`src/rtl/serial_bit_feeder.sv`:
```
// Parallel-to-serial feeder: accepts words over a valid/ready port, shifts them out on sout
// with each bit held CLKS_PER_BIT clocks, and keeps one word buffered so back-to-back words have no gap.
module serial_bit_feeder #(
  parameter int WIDTH        = 8,
  parameter int CLKS_PER_BIT = 1,
  parameter int MSB_FIRST    = 1
) (
  input  logic             clk,
  input  logic             reset,
  input  logic [WIDTH-1:0] din,
  input  logic             din_valid,
  output logic             din_ready,
  output logic             sout,
  output logic             bit_en,
  output logic             busy,
  output logic             word_done
);

  localparam int DW = (CLKS_PER_BIT > 1) ? $clog2(CLKS_PER_BIT) : 1;
  localparam int BW = $clog2(WIDTH);
  localparam logic [DW-1:0] DIV_LAST = DW'(CLKS_PER_BIT - 1);
  localparam logic [BW-1:0] BIT_LAST = BW'(WIDTH - 1);

  // Handshake: a word moves on a rising edge with din_valid && din_ready; din_ready depends only on
  // the holding buffer, so the source may keep din_valid high and din stable until it is taken.
  typedef enum logic {IDLE = 1'b0, SHIFT = 1'b1} state_t;

  state_t           state, state_nxt;
  logic [WIDTH-1:0] shreg, shreg_nxt;
  logic [WIDTH-1:0] buf_q, buf_nxt;
  logic             buf_full, buf_full_nxt;
  logic [DW-1:0]    div_cnt, div_nxt;
  logic [BW-1:0]    bit_cnt, bit_nxt;
  logic             sout_nxt;
  logic             xfer, period_end, word_end, load;
  logic [WIDTH-1:0] load_word;

  function automatic logic first_bit(input logic [WIDTH-1:0] w);
    return (MSB_FIRST != 0) ? w[WIDTH-1] : w[0];
  endfunction

  // The shift register holds only the bits still to be presented; sout carries the current one.
  function automatic logic [WIDTH-1:0] shift_out(input logic [WIDTH-1:0] w);
    return (MSB_FIRST != 0) ? (w << 1) : (w >> 1);
  endfunction

  assign din_ready  = !buf_full;
  assign xfer       = din_valid && din_ready;
  assign busy       = (state == SHIFT);
  assign period_end = busy && (div_cnt == DIV_LAST);
  assign word_end   = period_end && (bit_cnt == BIT_LAST);
  assign bit_en     = busy && (div_cnt == '0);
  assign word_done  = word_end;

  always_ff @(posedge clk or posedge reset) begin
    if (reset) begin
      state    <= IDLE;
      shreg    <= '0;
      buf_q    <= '0;
      buf_full <= 1'b0;
      div_cnt  <= '0;
      bit_cnt  <= '0;
      sout     <= 1'b0;
    end else begin
      state    <= state_nxt;
      shreg    <= shreg_nxt;
      buf_q    <= buf_nxt;
      buf_full <= buf_full_nxt;
      div_cnt  <= div_nxt;
      bit_cnt  <= bit_nxt;
      sout     <= sout_nxt;
    end
  end

  always_comb begin
    state_nxt    = state;
    shreg_nxt    = shreg;
    buf_nxt      = buf_q;
    buf_full_nxt = buf_full;
    div_nxt      = div_cnt;
    bit_nxt      = bit_cnt;
    sout_nxt     = sout;
    load         = 1'b0;
    load_word    = din;
    case (state)
      IDLE: begin
        if (xfer) load = 1'b1;
      end
      SHIFT: begin
        if (!period_end) begin
          div_nxt = div_cnt + DW'(1);
        end else if (!word_end) begin
          div_nxt   = '0;
          bit_nxt   = bit_cnt + BW'(1);
          sout_nxt  = first_bit(shreg);
          shreg_nxt = shift_out(shreg);
        end else if (buf_full) begin
          load         = 1'b1;
          load_word    = buf_q;
          buf_full_nxt = 1'b0;
        end else if (xfer) begin
          load = 1'b1;
        end else begin
          state_nxt = IDLE;
          sout_nxt  = 1'b0;
          div_nxt   = '0;
          bit_nxt   = '0;
        end
        // A word arriving on the last-bit edge bypasses the buffer (handled by the load above).
        if (xfer && !word_end) begin
          buf_nxt      = din;
          buf_full_nxt = 1'b1;
        end
      end
      default: state_nxt = IDLE;
    endcase
    if (load) begin
      state_nxt = SHIFT;
      sout_nxt  = first_bit(load_word);
      shreg_nxt = shift_out(load_word);
      div_nxt   = '0;
      bit_nxt   = '0;
    end
  end

endmodule

```
`config.mk`:
```
export PLATFORM = sky130hd
export DESIGN_NAME = serial_bit_feeder
export DESIGN_NICKNAME = d
export VERILOG_FILES = /design/src/rtl/serial_bit_feeder.sv
export SDC_FILE = /design/constraint.sdc
export NUM_CORES = 1
export LEC_CHECK = 0
export CAP_MARGIN = 10
export CORE_MARGIN = 4
export CORE_UTILIZATION = 35
export DETAILED_ROUTE_END_ITERATION = 10
export SKIP_LAST_GASP = 1
export SLEW_MARGIN = 0
export SYNTH_ARGS = -nofsm -noshare
export SYNTH_HDL_FRONTEND = slang
export SYNTH_SLANG_ARGS = --single-unit
```
`constraint.sdc`:
```
create_clock -name clk -period 4.58 [get_ports clk]
set_clock_uncertainty 0.1 [all_clocks]
set_input_delay 1.145 -clock clk [delete_from_list [all_inputs] [get_ports clk]]
set_output_delay 1.145 -clock clk [all_outputs]
set_load 0.03 [all_outputs]
```
After elaboration in Yosys (flattened, before gate mapping)
Index checks and enable logic that the tools add are counted.
{"block": "op_classes", "bitwise": 2, "n_eq_ne": 6, "n_reduce_logical": 15, "n_addsub": 2, "n_mux": 36}
{"operator": "two-way mux 8 bit", "count": 8}
{"operator": "two-way mux 1 bit", "count": 21}
{"operator": "two-way mux 3 bit", "count": 6}
{"operator": "AND reduction 3 bit", "count": 3}
{"operator": "!= test 4 x 3 -> 1 bit (second input constant)", "count": 2}
{"operator": "nonzero test 2 bit", "count": 4}
{"operator": "!= test 3 x 2 -> 1 bit (second input constant)", "count": 2}
{"operator": "logical AND 1 bit", "count": 4}
{"operator": "AND reduction 4 bit", "count": 1}
{"operator": "adder 3 x 1 -> 3 bit (second input constant)", "count": 1}
{"operator": "== test 3 bit (second input constant)", "count": 1}
{"operator": "zero test 1 bit", "count": 2}
{"operator": "!= test 2 x 1 -> 1 bit (second input constant)", "count": 1}
{"operator": "inverter 1 bit", "count": 2}
{"operator": "one-hot mux 1 bit (2 select lines)", "count": 1}
{"operator": "AND reduction 2 bit", "count": 1}
{"operator": "adder 1 bit (second input constant)", "count": 1}
{"block": "word_totals", "in_bits": 11, "reg_bits": 23, "elab_cells": 68}

Longest topological paths before layout
Gate-level depths: netlist of run 1.
{"block": "logic_depth", "depth_word": 9, "depth_mapped": 7, "ltp_nobuf": 6}

Worst setup path after synthesis of run 1
Ideal clock, no wire load.
{"block": "synth_path", "kind": "register -> output", "startpoint": "reg bit_cnt[0]", "endpoint": "out word_done", "path_buffers": 0, "arrival_time_ps": 1140, "stages_incl_launch_ff": 4, "slack_ps": 2195, "t_required_ps": 3335, "cell_sequence": "dfrtp_1 > ha_1 > ha_1 > and3b_1"}
{"block": "synth_via", "elab_chain_cells": 2}
{"element": "from (decl)", "line_no": "33", "rtl": "logic [BW-1:0] bit_cnt, bit_nxt;"}
{"element": "from (signal assigned)", "line_no": "70", "rtl": "bit_cnt <= bit_nxt;"}
{"element": "== test 3 bit", "line_no": "51", "rtl": "assign word_end = period_end && (bit_cnt == BIT_LAST);"}
{"element": "logical AND 1 bit", "line_no": "51"}
{"element": "to (decl)", "line_no": "16", "rtl": "output logic word_done"}
Every way passes these cells.

Final worst setup path of run 1
Same ends and word-level chain as after synthesis.

==> results.toml, run 1 <==
[critical_path]
cp-endpoint = "word_done"
timing.rr.start = "bit_cnt[0]$_DFFE_PP0P_"
reg2reg_depth = 5
cpMaxStageDelayCell = "clkdlybuf4s50_1"
regToRegEndpoint = "buf_q[3]$_DFFE_PP0P_"
start_kind = "register"
ff2ff_setup_slack_ns = 2.51
path_max_fanout = 5
cp.required_ns = 3.34
worstPathArrival_ns = 2.10
critical_path_class = "register to output port"
cp-end-kind = "output port"
crit_chain = "ha_1 > ha_1 > and3b_1 > clkdlybuf4s50_1"
cp_common_cell = "ha_1"
cpPeakStageDelay_ns = 0.69
crit_start = "bit_cnt[0]$_DFFE_PP0P_"

[floorplanning]
die_x_um = 67.3
die_area_sq_um = 4530
die_y_um = 67.3
rows = 21
coreArea_sq_um = 3360
initial_core_util = 0.366
io-pin-count = 16

[sta]
fmax_mhz = 299
final.setup.tns_ns = 0
slew_headroom = 0.424
holdWs_ns = 0.405
drv_slew = 0
worstMarginPinSlew_ns = 0.862
min_period_over_period = 0.730
setup_viol = 0
rsz0062_at_grt = "no"
period_needed_ns = 3.34
hold_viol = 0

[clock_network]
clockRootBuffer = "clkbuf_4"
cts.sinks = 22
clockBufferDepth = 2
cts_tree = "done"
cts_resized = 0
htree_levels = 1
cts_made_buffers = 3
clock_latency_ns = 0.31
hold_buffers = 0
post-cts-setup-buffer-count = 0
clk_pin_slew_ns = 0.13

[synthesis]
synth_nets = 114
synth_top_cell_by_area = "dfrtp_1"
yosys_warnings = 0
ys.flop_type = "dfrtp_1"
synth_area_leaders = "dfrtp_1 45%, mux2_4 9.8%, mux2i_1 8.1%"
synth.distinct_cells = 27
synth_area_per_cell_sq_um = 12.2
async_flop_share = 1.00
synth_edf_count = 0
synthCells = 101
ys_seq_area_frac = 0.447
synth-seq-cells = 22
netlist.area_leader.share = 0.447
synth_area_sq_um = 1230

[placement]
placed_cells = 156
post-dp-hpwl_um = 1640
gp_congestion = 0.758
port_buffers = 15
place_area_sq_um = 1370

[power]
p_per_area_nw_per_um2 = 639
power.leakage_nw = 0.632
vdd_ir_drop_max_mv = 0.282

[drt]
dr_wl_met2_um = 919
drtAntennaViolNets = 0
first_pass_iters = 4
top_layer = "met4"
drc = 0
met3_length_um = 85
drt_iter0_drc = 18
vias = 743
via_per_inst = 4.64
drt-total-wl_um = 2190
wl_met1_um = 1150
routedWlPerCell_um = 13.7

[layout]
num-nets-final = 128
layout_common_cells = "22 x dfrtp_1, 15 x clkdlybuf4s50_1, 12 x nand2_1, 10 x mux2i_1"
area_growth_pct = 15.7
drive_above_1_share = 0.211
diodes = 0
final_common_cell = "dfrtp_1"
finalInstanceArea_sq_um = 1420
stdcell_count = 160

[worst_hold_path]
worstHoldPathType = "register to register"

[grt]
grt_util_all_layers = 0.112
grt_pass1_vias = 813
grt_max_degree = 23
grt_pass1_wl_um = 3790
grt_antenna_before_repair = 0
overflow = 0

[flow_run]
maxCapViolCount = 0

[outcome]
status = "finished clean"
-- cells in the mapped netlist (2+ instances only) --
| library cell | n |
|---|---|
| mux2_4 | 8 |
| ha_1 | 2 |
| nand2b_1 | 2 |
| mux2i_1 | 10 |
| o21ai_1 | 8 |
| o21ai_0 | 2 |
| inv_1 | 3 |
| buf_6 | 6 |
| dfrtp_1 | 22 |
| mux2_2 | 6 |
| nand2_1 | 12 |
| nor2_1 | 3 |
| a21oi_1 | 2 |
| and2b_2 | 2 |
-- cell type report --
cell class / count / area, sq um
inverters: 3 / 11.3
clock buffers: 3 / 22.5
flip-flops and latches: 22 / 551
multi-input cells: 70 / 602
well taps: 46 / 57.6
repair buffers: 15 / 150
fillers: 358 / 1940
clock inverters: 1 / 30.0
-- how the worst min path moves through the flow --
stage | startpoint | to | slack (ns) | cells after the start
floorplan | shreg[1]$_DFFE_PP0P_ | shreg[1]$_DFFE_PP0P_ | 0.35 | 2
global placement | shreg[4]$_DFFE_PP0P_ | shreg[4]$_DFFE_PP0P_ | 0.37 | 2
detailed placement | shreg[5]$_DFFE_PP0P_ | shreg[5]$_DFFE_PP0P_ | 0.38 | 2
CTS | shreg[5]$_DFFE_PP0P_ | shreg[5]$_DFFE_PP0P_ | 0.41 | 2
global route | shreg[2]$_DFFE_PP0P_ | shreg[2]$_DFFE_PP0P_ | 0.44 | 2
finish | shreg[5]$_DFFE_PP0P_ | shreg[5]$_DFFE_PP0P_ | 0.41 | 2
-- metrics by stage --
| step | total power [mW] | utilization | worst slack, ns |
|---|---|---|---|
| floorplan | 0.680 | - | 2.20 |
| global placement | 0.753 | 0.408 | 1.59 |
| detailed placement | 0.768 | 0.408 | 1.58 |
| CTS | 0.923 | 0.423 | 1.21 |
| global route | 0.977 | 0.423 | 1.15 |
| finish | 0.910 | 0.423 | 1.24 |
-- where the power goes --
part	switching (mW)	total, mW	internal (mW)
combinational	0.185	0.406	0.221
clock	0.0642	0.153	0.0884
sequential	0.0733	0.352	0.278
total	0.323	0.910	0.588
-- cells by family after synthesis --
logic type / share of synthesized area
muxes: 0.234
AOI/OAI and AO/OA: 0.105
adders and majority gates: 0.0203
DFF: 0.447
buffers and inverters: 0.0640
and+or+nand+nor: 0.130
-- flip-flops by register name, indices dropped and copies added, names as in the netlist --
signal	count
div_cnt	1
bit_cnt	3
shreg	7
buf_q	8
buf_full	1
sout	1
busy	1
-- routing by layer --
metal,up-vias,track usage
met5,-,0
met4,0,0.0456
met3,4,0.0233
met2,11,0.173
met1,345,0.151
li1,383,-
-- worst max-delay path, delay by kind of cell, from the launching register on --
kind / cells / cell delay (ns)
simple gates: 1 / 0.25
buf+inv: 1 / 0.69
flops: 1 / 0.42
fa+ha+maj: 2 / 0.44
(Power assumes the default switching activity.)
==> run 2, diff against run 1 <==
Clock period 4.58 ns to 2.8 ns, I/O delays scaled along.
==> run 2 against run 1 <==
  * Via count up 1.1%
  * Sequential cell count unchanged
  * Sequential power grew 60%
  * Largest cell class unchanged
==> results.toml, run 2 (same netlist as run 1, synthesis figures left out) <==
[sta]
slew_headroom = 0.745
setup_viol = 0
drv_slew = 0
fmax_mhz = 385
rsz0062_at_grt = "no"
period_needed_ns = 2.60
final.setup.tns_ns = 0
hold_viol = 0
min_period_over_period = 0.928
worstMarginPinSlew_ns = 0.383

[clock_network]
cts_tree = "done"
cts.sinks = 22
clockRootBuffer = "clkbuf_4"
clock_latency_ns = 0.31
cts_made_buffers = 3
clockBufferDepth = 2
hold_buffers = 0
htree_levels = 1
clk_pin_slew_ns = 0.12

[flow_run]
maxCapViolCount = 0

[grt]
overflow = 0
grt_util_all_layers = 0.111
grt_max_degree = 23
grt_pass1_vias = 776
grt_pass1_wl_um = 3700
grt_antenna_before_repair = 0

[floorplanning]
die_area_sq_um = 4530
initial_core_util = 0.366
rows = 21
die_x_um = 67.3
coreArea_sq_um = 3360
io-pin-count = 16
die_y_um = 67.3

[drt]
drt-total-wl_um = 2120
vias = 751
first_pass_iters = 4
drtAntennaViolNets = 0
via_per_inst = 4.61
drt_iter0_drc = 23
routedWlPerCell_um = 13.0
drc = 0

[layout]
area_growth_pct = 16.1
final_common_cell = "dfrtp_1"
multiInputGateArea_sq_um = 602
reg_top3 = "buf_q: 8 flops, shreg: 7 flops, bit_cnt: 3 flops"
final_util = 0.425
num-nets-final = 131
regMostFlops = "buf_q"
fill_cells = 341
drive_above_1_share = 0.231
layout_common_cells = "22 x dfrtp_1, 14 x clkdlybuf4s50_1, 12 x nand2_1, 10 x mux2i_1"
regArea_sq_um = 551
largest_reg_flops = 8
diodes = 0

[critical_path]
cp-end-kind = "output port"
ff2ff_setup_slack_ns = 0.82
critical_path_class = "register to output port"
start_kind = "register"
worstPathArrival_ns = 1.80
cp.required_ns = 2.00
path_max_fanout = 9

[power]
p_clk_frac = 0.121
power.leakage_nw = 0.644
switching_share = 0.364
intPower_mw = 0.909
power.switching_mw = 0.520
vdd_ir_drop_max_mv = 0.341
p_seq_frac = 0.394
pwr-share-comb = 0.486
p_per_area_nw_per_um2 = 1000

[outcome]
status = "finished clean"

[placement]
post-dp-hpwl_um = 1580
gp_congestion = 0.776
port_buffers = 15

[worst_hold_path]
worstHoldPathType = "register to register"
## run 2: worst paths after layout
kind,start,end,depth (start not counted)
max,busy$_DFF_PP0_,bit_en,2
min,shreg[6]$_DFFE_PP0P_,shreg[6]$_DFFE_PP0P_,2
max reg2reg,bit_cnt[0]$_DFFE_PP0P_,shreg[4]$_DFFE_PP0P_,6
min reg2reg,shreg[6]$_DFFE_PP0P_,shreg[6]$_DFFE_PP0P_,2
max in group asynchronous,reset,buf_q[5]$_DFFE_PP0P_,3
min in group asynchronous,reset,shreg[5]$_DFFE_PP0P_,3
## run 2: metrics by stage
step / instances / hold slack, ns / cell area [sq um] / setup WS (ns) / power, mW
after global routing: 163 / 0.438 / 1430 / 0.0942 / 1.55
after global placement: 159 / 0.371 / 1390 / 0.333 / 1.25
after detailed placement: 159 / 0.375 / 1390 / 0.304 / 1.27
after CTS: 163 / 0.404 / 1430 / 0.184 / 1.45
final: 163 / 0.399 / 1430 / 0.202 / 1.43
after floorplan: 101 / 0.354 / 1230 / 0.860 / 1.11
## run 2: cell type report
cell class                      instances  share of cell area
Clock buffer                            4              0.0254
Inverter                                3             0.00788
Multi-Input combinational cell         70               0.421
Sequential cell                        22               0.385
Tap cell                               46              0.0403
Timing Repair Buffer                   18               0.120
## run 2: critical path, stage by stage (launching register included)
cell and delay (ns):
dfrtp_1 0.57, and2b_2 0.25, clkdlybuf4s50_1 0.67
## run 2: per-layer routing
layer | vias to the layer above | share of wire | global-route usage
li1 | 387 | - | -
met1 | 349 | 0.49 | 0.153
met2 | 13 | 0.45 | 0.160
met3 | 2 | 0.059 | 0.0466
met4 | 0 | 0.0085 | 0.0304
met5 | - | 0 | 0
## run 2: power groups by stage
stage	Combinational [mW]	Sequential, mW	Clock [mW]
detailed placement	0.706	0.568	0
floorplan	0.568	0.545	0
global route	0.770	0.586	0.197
CTS	0.705	0.564	0.181
finish	0.694	0.562	0.173
global placement	0.687	0.562	0
## run 2: what timing repair did
action,4_1_cts,5_1_grt
gates resized for setup,1,0
endpoints found under the setup margin,1,0
setup buffers,0,0
hold endpoints to repair,0,0
